==> src/rtl/alu_pkg.sv <==
// Shared definitions for the ALU result path: flag bit positions, the flag
// vector type, the stored result entry and the output-stage state encoding.
package alu_pkg;

    // Default datapath width of the adder and its result stage.
    localparam int ALU_WIDTH = 32;

    // Bit positions inside a flags_t vector, ordered {N,Z,C,V}.
    localparam int FLAG_N = 3;
    localparam int FLAG_Z = 2;
    localparam int FLAG_C = 1;
    localparam int FLAG_V = 0;

    typedef logic [3:0] flags_t;

    // One adder result as held by the output stage: sum plus its status flags.
    typedef struct packed {
        logic [ALU_WIDTH-1:0] sum;
        flags_t               flags;
    } entry_t;

    // Occupancy of the output stage (number of valid entries held).
    typedef enum logic [1:0] {
        EMPTY = 2'd0,
        ONE   = 2'd1,
        TWO   = 2'd2
    } state_t;

    // Assemble a flag vector from individual status bits.
    function automatic flags_t pack_flags(input logic n, input logic z,
                                          input logic c, input logic v);
        flags_t f;
        f         = 4'b0000;
        f[FLAG_N] = n;
        f[FLAG_Z] = z;
        f[FLAG_C] = c;
        f[FLAG_V] = v;
        return f;
    endfunction

endpackage

==> src/rtl/alu_flag_gen.sv <==
// Combinational N/Z/C/V generation for an adder result. Signed overflow is
// detected from the operand and sum sign bits, so it needs x and y as well
// as the sum.
module alu_flag_gen
    import alu_pkg::*;
#(
    parameter int WIDTH = ALU_WIDTH
) (
    input  logic [WIDTH-1:0] x,
    input  logic [WIDTH-1:0] y,
    input  logic [WIDTH-1:0] s,
    input  logic             c_out,
    output flags_t           flags
);

    logic n_s;
    logic z_s;
    logic v_s;

    // Derive the individual status bits from the sign bits and the sum.
    always_comb begin
        n_s = s[WIDTH-1];
        z_s = (s == {WIDTH{1'b0}});
        // Overflow: both operands share a sign that the sum does not carry.
        if (x[WIDTH-1] == y[WIDTH-1]) begin
            v_s = (s[WIDTH-1] != x[WIDTH-1]);
        end else begin
            v_s = 1'b0;
        end
    end

    // Pack the status bits into the {N,Z,C,V} vector.
    always_comb begin
        flags = pack_flags(n_s, z_s, c_out, v_s);
    end

endmodule

==> src/rtl/add_result_stage.sv <==
// Registered output stage behind the 32-bit adder. Captures the sum with its
// N/Z/C/V flags and hands it to writeback over valid/ready. A main register
// drives the outputs; a skid register absorbs one extra result when the
// consumer stalls, so in_ready can be registered without losing throughput.
// Optional build macro: ALU_STICKY_FLAGS_EN adds an accumulated sticky flag
// register, ORed with the flags of each emitted result.
module add_result_stage
    import alu_pkg::*;
#(
    parameter int WIDTH = ALU_WIDTH
) (
    input  logic             clk,
    input  logic             clr,
    input  logic             in_valid,
    output logic             in_ready,
    input  logic [WIDTH-1:0] x,
    input  logic [WIDTH-1:0] y,
    input  logic [WIDTH-1:0] s,
    input  logic             c_out,
    output logic             out_valid,
    input  logic             out_ready,
    output logic [WIDTH-1:0] out_s,
    output flags_t           out_flags,
    output flags_t           sticky,
    input  logic             sticky_clr
);

    // Entry shape for this instance's width (matches alu_pkg::entry_t at 32).
    typedef struct packed {
        logic [WIDTH-1:0] sum;
        flags_t           flags;
    } stage_entry_t;

    localparam int ENTRY_W = $bits(stage_entry_t);

    state_t       state_r;
    stage_entry_t main_r;
    stage_entry_t skid_r;
    logic         in_ready_r;
    logic         out_valid_r;

    flags_t       in_flags_s;
    stage_entry_t in_entry_s;
    logic         accept_s;
    logic         emit_s;

    // Flags are computed once, on the way in, and travel with the entry.
    alu_flag_gen #(
        .WIDTH (WIDTH)
    ) u_flag_gen (
        .x     (x),
        .y     (y),
        .s     (s),
        .c_out (c_out),
        .flags (in_flags_s)
    );

    // Form the incoming entry and the two handshake events.
    always_comb begin
        in_entry_s.sum   = s;
        in_entry_s.flags = in_flags_s;
        accept_s         = in_valid && in_ready_r;
        emit_s           = out_valid_r && out_ready;
    end

    // Occupancy FSM with the main/skid entry registers and registered handshake outputs.
    always_ff @(posedge clk) begin
        if (clr) begin
            state_r     <= EMPTY;
            main_r      <= {ENTRY_W{1'b0}};
            skid_r      <= {ENTRY_W{1'b0}};
            in_ready_r  <= 1'b1;
            out_valid_r <= 1'b0;
        end else begin
            case (state_r)
                EMPTY: begin
                    if (accept_s) begin
                        main_r      <= in_entry_s;
                        state_r     <= ONE;
                        out_valid_r <= 1'b1;
                        in_ready_r  <= 1'b1;
                    end else begin
                        state_r <= EMPTY;
                    end
                end
                ONE: begin
                    if (accept_s && emit_s) begin
                        // Head leaves as the new result replaces it.
                        main_r  <= in_entry_s;
                        state_r <= ONE;
                    end else if (accept_s) begin
                        // Consumer stalled: park the new result behind the head.
                        skid_r     <= in_entry_s;
                        state_r    <= TWO;
                        in_ready_r <= 1'b0;
                    end else if (emit_s) begin
                        // main_r keeps its value; it is don't-care until the next load.
                        state_r     <= EMPTY;
                        out_valid_r <= 1'b0;
                    end else begin
                        state_r <= ONE;
                    end
                end
                TWO: begin
                    if (emit_s) begin
                        main_r     <= skid_r;
                        state_r    <= ONE;
                        in_ready_r <= 1'b1;
                    end else begin
                        state_r <= TWO;
                    end
                end
                default: begin
                    // Unreachable encoding: return to a clean empty stage.
                    state_r     <= EMPTY;
                    in_ready_r  <= 1'b1;
                    out_valid_r <= 1'b0;
                end
            endcase
        end
    end

    // Outputs come straight from registers.
    always_comb begin
        in_ready  = in_ready_r;
        out_valid = out_valid_r;
        out_s     = main_r.sum;
        out_flags = main_r.flags;
    end

`ifdef ALU_STICKY_FLAGS_EN
    flags_t sticky_r;

    // Accumulate flags of every emitted result; an explicit clear wins over a same-cycle emit.
    always_ff @(posedge clk) begin
        if (clr) begin
            sticky_r <= 4'b0000;
        end else if (sticky_clr) begin
            sticky_r <= 4'b0000;
        end else if (emit_s) begin
            sticky_r <= sticky_r | main_r.flags;
        end else begin
            sticky_r <= sticky_r;
        end
    end

    // Present the accumulated flags.
    always_comb begin
        sticky = sticky_r;
    end
`else
    logic unused_sticky_clr_s;

    // Sticky flags are not built in this configuration; the clear input is ignored.
    always_comb begin
        sticky              = 4'b0000;
        unused_sticky_clr_s = sticky_clr;
    end
`endif

endmodule
==> config.mk <==
export PLATFORM = sky130hd
export DESIGN_NAME = add_result_stage
export DESIGN_NICKNAME = d
export VERILOG_FILES = /design/src/rtl/alu_pkg.sv /design/src/rtl/alu_flag_gen.sv /design/src/rtl/add_result_stage.sv
export SDC_FILE = /design/constraint.sdc
export NUM_CORES = 1
export LEC_CHECK = 0
export BUFFER_PORTS_ARGS = -buffer_cell sky130_fd_sc_hd__buf_4
export CORE_UTILIZATION = 51
export DETAILED_ROUTE_END_ITERATION = 6
export PLACE_DENSITY = 0.95
export SLEW_MARGIN = 30
export SYNTH_ARGS = -nofsm -noshare
export SYNTH_HDL_FRONTEND = slang
export SYNTH_SLANG_ARGS = --single-unit
==> constraint.sdc <==
create_clock -name clk -period 4 [get_ports clk]
set_input_delay 0.8 -clock clk [delete_from_list [all_inputs] [get_ports clk]]
set_output_delay 0.8 -clock clk [all_outputs]
set_load 0.1 [all_outputs]
==> impl_results.md, run 1 <==
* Num CTS Buffers at 9
* Area share of the largest cell type after synthesis at 44.5%
* Critical Path Sink Type: flop
* Hold Slack at 0.456 ns
* Register area share after synthesis at 44.5%
* Die ar. at 6850 sq um
* F_max at 386 MHz
* Total power at 2.23 mW
* Worst hold-check path type: flop to flop
* Starting density of the core at 52.7%
* Max_cap viols at 0
* Postcts setup bufs at 0
* Area delta synth->final at 21.4%
* TNS Setup at 0 ns
* Final GP Congestion at 0.869
* Fin. max-slew vios at 0
* Worst Max-Slew Pin Slew at 0.951 ns
* Commonest register cell after synthesis: dfxtp_1
* Ant. Diodes at 0
* Pre-CTS setup slack at 1.04 ns
* RSZ-0062 raised after global routing: false
* Post-route DRC at 0
* Synthesized cell area at 3330 sq um
* EDFF count, synth at 0
* Largest area contributor in the netlist: dfxtp_1
* Final setup fails at 0
* Total wire length at 7.47 mm
* Synth unique cells at 33
* Fin crit period at 2.59 ns
* Ranking of synthesized cells by area: dfxtp_1, nand2_1, a311oi_2
* CTS tree: yes
* Placed Area at 3860 sq um
* Arr. time, crit path at 2.83 ns
* Design Area, Final at 4040 sq um
* Flops & latches, synth at 74
* Die span in y at 82.8 um
* VDD IR max at 0.306 mV
* Clock transition at path regs at 0.08 ns
* Post-CTS sizing at 0
* Vias at 2949
* Post-placement cell count at 524
* Io pins at 144
* Final Hold Viols at 0
* GRT overflow at 0
* Crit path launch type: input pin
* Nets at 561
* Die extent in x at 82.8 um
* Final Util at 64.0%
* FP Rows at 29
* TritonCTS Sinks at 74
* DR WL/cell at 13.8 um
* First-pass GRT wire length at 11.8 mm
* Leakage at 1.59 nW
* Worst setup margin at 1.41 ns
* Clock skew at 0.0117 ns
* Number of global-route vias before repair at 2670
* H-tree depth at 3
* Tcrit/Tclk final at 64.7%
* Antenna violations before repair at 0
* Tot GR Track Use at 23.0%
* DP Wirelength at 5.11 mm
* Avg Cell Area, Syn at 8.36 sq um
* Clk root buf: clkbuf_8
* Hold buffer count at cts at 0
* Status: finished, final reports clean
* Largest net degree at the start of global routing at 75
* Number of DRC markers in iteration 0 at 147
* Clock buffer depth at 2
* Crit Path Max Fanout at 25
* Detail Route Antenna Nets at 0
* Layout cell share with drive strength beyond 1 at 28.9%
* Power Density at 553 nW/um^2
* Vias per cell at 5.46
* Synth Instances at 398
* Port-buffer cells at 76
* Clk_lat worst skew at 0.34 ns
* Top-count cell post-synth: nand2_1
* Detailed Routing Iterations Pass 1 at 4
* Post-synth top cells: nand2_1, dfxtp_1, a21oi_1
* Max_slew headroom at 36.6%
* CORE AREA at 6310 sq um
* Critical path class: input pin to flop
* Async S/R FF share, synth at 0%
* Fin cells at 540
* Required time of the critical path at 4.24 ns
* Synthesis warning total at 0
[worst max-delay path, cell delays in order]
cell	delay [ns]
buf_4	0.08
nand2_1	0.10
inv_1	0.18
ha_1	0.23
nand2b_1	0.09
a222oi_1	0.52
buf_4	0.41
nor2_1	0.10
a2111oi_2	0.33
[cell type report]
type                       instances  area (sq um)
clock buffer                      10           138
clock inverter                     6          42.5
fill                             529          2270
inverter                           2          7.51
sequential                        74          1480
tap                               77          96.3
timing repair buffer              82           628
multi-input combinational        289          1650
[layer usage]
metal | up-vias | wire length, um | GRT usage, % | share of wire, %
met5 | - | 0 | 0 | 0
met4 | 0 | 91 | 13.1 | 1.2
met3 | 7 | 496 | 4.04 | 6.6
met2 | 103 | 3780 | 39.7 | 51
met1 | 1363 | 3100 | 26.6 | 42
li1 | 1476 | - | - | -
[state kept, by name (all words and copies together), names as in the netlist]
register,flops
out_s,32
out_valid,1
in_ready,1
out_flags,3
skid_r,35
state_r,2
[cells by family after synthesis]
family | count (synthesis) | synth area share (%)
AO/OA/AOI/OAI | 84 | 23.8
adder cells (fa/ha/maj) | 1 | 0.376
buffers and inverters | 38 | 6.62
flip-flops | 74 | 44.5
other | 1 | 0.113
AND/OR/NAND/NOR | 200 | 24.6
[cell usage in the layout, fill, tap and decap left out, types with 4 or more instances in the layout]
master	synthesis	layout
conb_1	1	4
a311oi_2	33	33
buf_4	8	81
dfxtp_1	74	74
nand2_1	139	139
clkbuf_8	0	10
nand2b_1	5	5
nor4_1	8	8
nor2_1	37	37
a21oi_1	40	40
[final timing paths]
path	from	endpoint	slack, ns	depth (start not counted)
worst max-delay path	out_ready	out_flags[2]$_SDFFE_PP0P_	1.41	9
worst min-delay path	skid_r[34]$_SDFFE_PP0P_	skid_r[34]$_SDFFE_PP0P_	0.46	2
worst max register to register	out_valid$_SDFFE_PP0P_	out_flags[2]$_SDFFE_PP0P_	1.55	8
worst min register to register	skid_r[34]$_SDFFE_PP0P_	skid_r[34]$_SDFFE_PP0P_	0.46	2
[power by group]
| part | switching (mW) | total [mW] | internal, mW |
|---|---|---|---|
| Combinational | 0.652 | 0.858 | 0.206 |
| Clock | 0.280 | 0.522 | 0.242 |
| Sequential | 0.0430 | 0.853 | 0.810 |
| Total | 0.975 | 2.23 | 1.26 |
(Power assumes the default switching activity.)
==> run 2, diff against run 1 <==
Settings changed: ABC_AREA set to 1, CORE_UTILIZATION 51 to 47, PLACE_DENSITY 0.95 to 0.9.
Clock period 4 ns to 2.6 ns, I/O delays scaled along.
==> run 2 against run 1 <==
The run now ends with DRC left; first-iteration DRC count is 12% higher; wire length down 1.9%; combinational power grew 47%; critical path depth down 1; setup slack got worse by 0.79 ns; synthesized cell count rose by 14%; register-to-register slack lost 0.93 ns; count of clock-buffer cells in the layout up 1; sequential share of layout area up 1.3 points; cell count grew 11%; via count increased by 2.5%; power rose by 48%.
==> impl_results.md, run 2 <==
* Status: complete, but fails checks
* Failing checks: DRC
* Detail Route Antenna Nets at 0
* Mux cell area share after synthesis at 0%
* Register area share after synthesis at 46.3%
* Final Hold Viols at 0
* Clock skew at 0.00790 ns
* GRT met3 Usage at 4.92%
* Arr. time, crit path at 2.21 ns
* Power Density at 850 nW/um^2
* Fin crit period at 1.98 ns
* Number of global-route vias before repair at 2886
* Largest net degree at the start of global routing at 68
* Buf/Inv on CP at 2
* Synthesis warning total at 0
* Async S/R FF share, synth at 0%
* Synthesized cell area at 3200 sq um
* Avg Cell Area, Syn at 7.04 sq um
* Fillers at 575
* GRT Max-Usage Layer: met2
* Met1 Usage GRT at 25.9%
* H-tree depth at 3
* Starting density of the core at 49.6%
* Commonest register cell after synthesis: dfxtp_1
* TritonCTS Sinks at 74
* Crit path launch type: flop
* Antenna violations before repair at 0
* Largest family of logic cells by synthesized area: compound AO/OA/AOI/OAI gates
* Die ar. at 7150 sq um
* Most common cell after layout, fill and taps aside: nor2_1
* Flops & latches, synth at 74
* Crit-path leading delay family: simple AND/OR/NAND/NOR gates
* Layout cell share with drive strength beyond 1 at 19.4%
* Total wire length at 7.33 mm
* Placed Area at 3740 sq um
* Xor/xnor cell area share of the yosys netlist at 0%
* Leakage at 1.73 nW
* Commonest non-fill, non-tap cells in the layout: nor2_1, o21ai_0, buf_4
* Crit Path Max Fanout at 35
* F_max at 505 MHz
* Critical path class: flop to flop
* Worst hold-check path type: input pin to flop
* Hold buffer count at cts at 0
* Nets at 620
* Post-CTS sizing at 0
* FP Rows at 29
* Area delta synth->final at 21.7%
* VDD IR max at 0.394 mV
* Number of DRC markers in iteration 0 at 164
* EDFF count, synth at 0
* Clock buffer depth at 2
* Synth unique cells at 24
* Post-synthesis adder-cell area fraction at 0.391%
* Met2 Track Usage GR at 37.7%
* CTS tree: yes
* Required time of the critical path at 2.83 ns
* Final GP Congestion at 0.778
* Num CTS Buffers at 9
* Io pins at 144
* Top-count cell post-synth: nor2_1
* Fin cells at 598
* CORE AREA at 6460 sq um
* Synth Area in Compound Gates at 23.1%
* Critical Path Sink Type: flop
* Most used cell, CP: a21oi_1
* Vias per cell at 5.06
* Clk_lat worst skew at 0.34 ns
* Post-placement cell count at 583
* First-pass GRT wire length at 12.6 mm
* GRT overflow at 0
* Detailed Routing Iterations Pass 1 at 7
* Synth Instances at 455
* Port-buffer cells at 76
* Worst Max-Slew Pin Slew at 0.780 ns
* DR WL/cell at 12.3 um
* Max_slew headroom at 48.0%
* Post-synth top cells: nor2_1, o21ai_0, dfxtp_1
* Tcrit/Tclk final at 76.2%
* Final setup fails at 0
* Clock transition at path regs at 0.07 ns
* Total power at 3.31 mW
* RSZ-0062 raised after global routing: false
* Tot GR Track Use at 22.1%
* Die span in y at 84.6 um
* Die extent in x at 84.6 um
* Critical path cell sequence: nand2_1 > inv_1 > ha_1 > a21oi_1 > nor2_4 > inv_4 > nor2_1 > a21oi_1
* Vias at 3024
* Ant. Diodes at 0
* CP max stage delay at 0.40 ns
* Largest area contributor in the netlist: dfxtp_1
* TNS Setup at 0 ns
* DP Wirelength at 4.81 mm
* Design Area, Final at 3900 sq um
* Crit-path slowest cell: nor2_4
* Ranking of synthesized cells by area: dfxtp_1, o21ai_0, nor2_1
* Simple-gate area share of the yosys netlist at 19.4%
* Postcts setup bufs at 0
* Clk root buf: clkbuf_8
* Reg with most FFs: skid_r
* Post-route DRC at 15
* Max FFs per register at 35
* Fin. max-slew vios at 0
* Area share of the largest cell type after synthesis at 46.3%
* Max_cap viols at 0
-- run 2: per-stage QoR --
step	hold slack, ns	worst slack (ns)	utilization, %
3_5_place_dp	0.435	0.429	58.0
5_1_grt	0.387	0.322	60.3
6_report	0.393	0.619	60.3
3_3_place_gp	0.431	0.527	58.0
2_1_floorplan	0.424	0.380	-
4_1_cts	0.381	0.640	60.3
-- run 2: per-layer routing --
layer / vias to the layer above / wire [um]
met4: 0 / 116
li1: 1574 / -
met2: 91 / 3520
met1: 1349 / 3280
met5: - / 0
met3: 10 / 414
-- run 2: path summary, 6_finish.rpt --
kind                           start                        end  slack (ns)  cells after the start
max           out_valid$_SDFFE_PP0P_  out_flags[2]$_SDFFE_PP0P_        0.62                      8
min                              clr      state_r[1]$_SDFF_PP0_        0.39                      2
max reg2reg   out_valid$_SDFFE_PP0P_  out_flags[2]$_SDFFE_PP0P_        0.62                      8
min reg2reg  skid_r[35]$_SDFFE_PP0P_    skid_r[35]$_SDFFE_PP0P_        0.45                      2
-- run 2: report_power, final --
part / internal, mW / switching, mW
clock: 0.335 / 0.397
sequential: 1.26 / 0.0581
combinational: 0.266 / 0.992
-- run 2: layout make-up --
cell class                 count  area [sq um]  share of cell area [%]
sequential                    74          1480                    38.0
multi-input combinational    309          1390                    35.7
timing repair buffer          80           613                    15.7
inverter                      43           165                    4.24
clock buffer                  11           131                    3.37
tap                           77          96.3                    2.47
clock inverter                 4          20.0                   0.514
-- run 2: kinds of logic after synthesis --
logic type / after synthesis
other: 1
DFF: 74
AOI/OAI and AO/OA: 146
buffers and inverters: 75
adders and majority gates: 1
and+or+nand+nor: 158
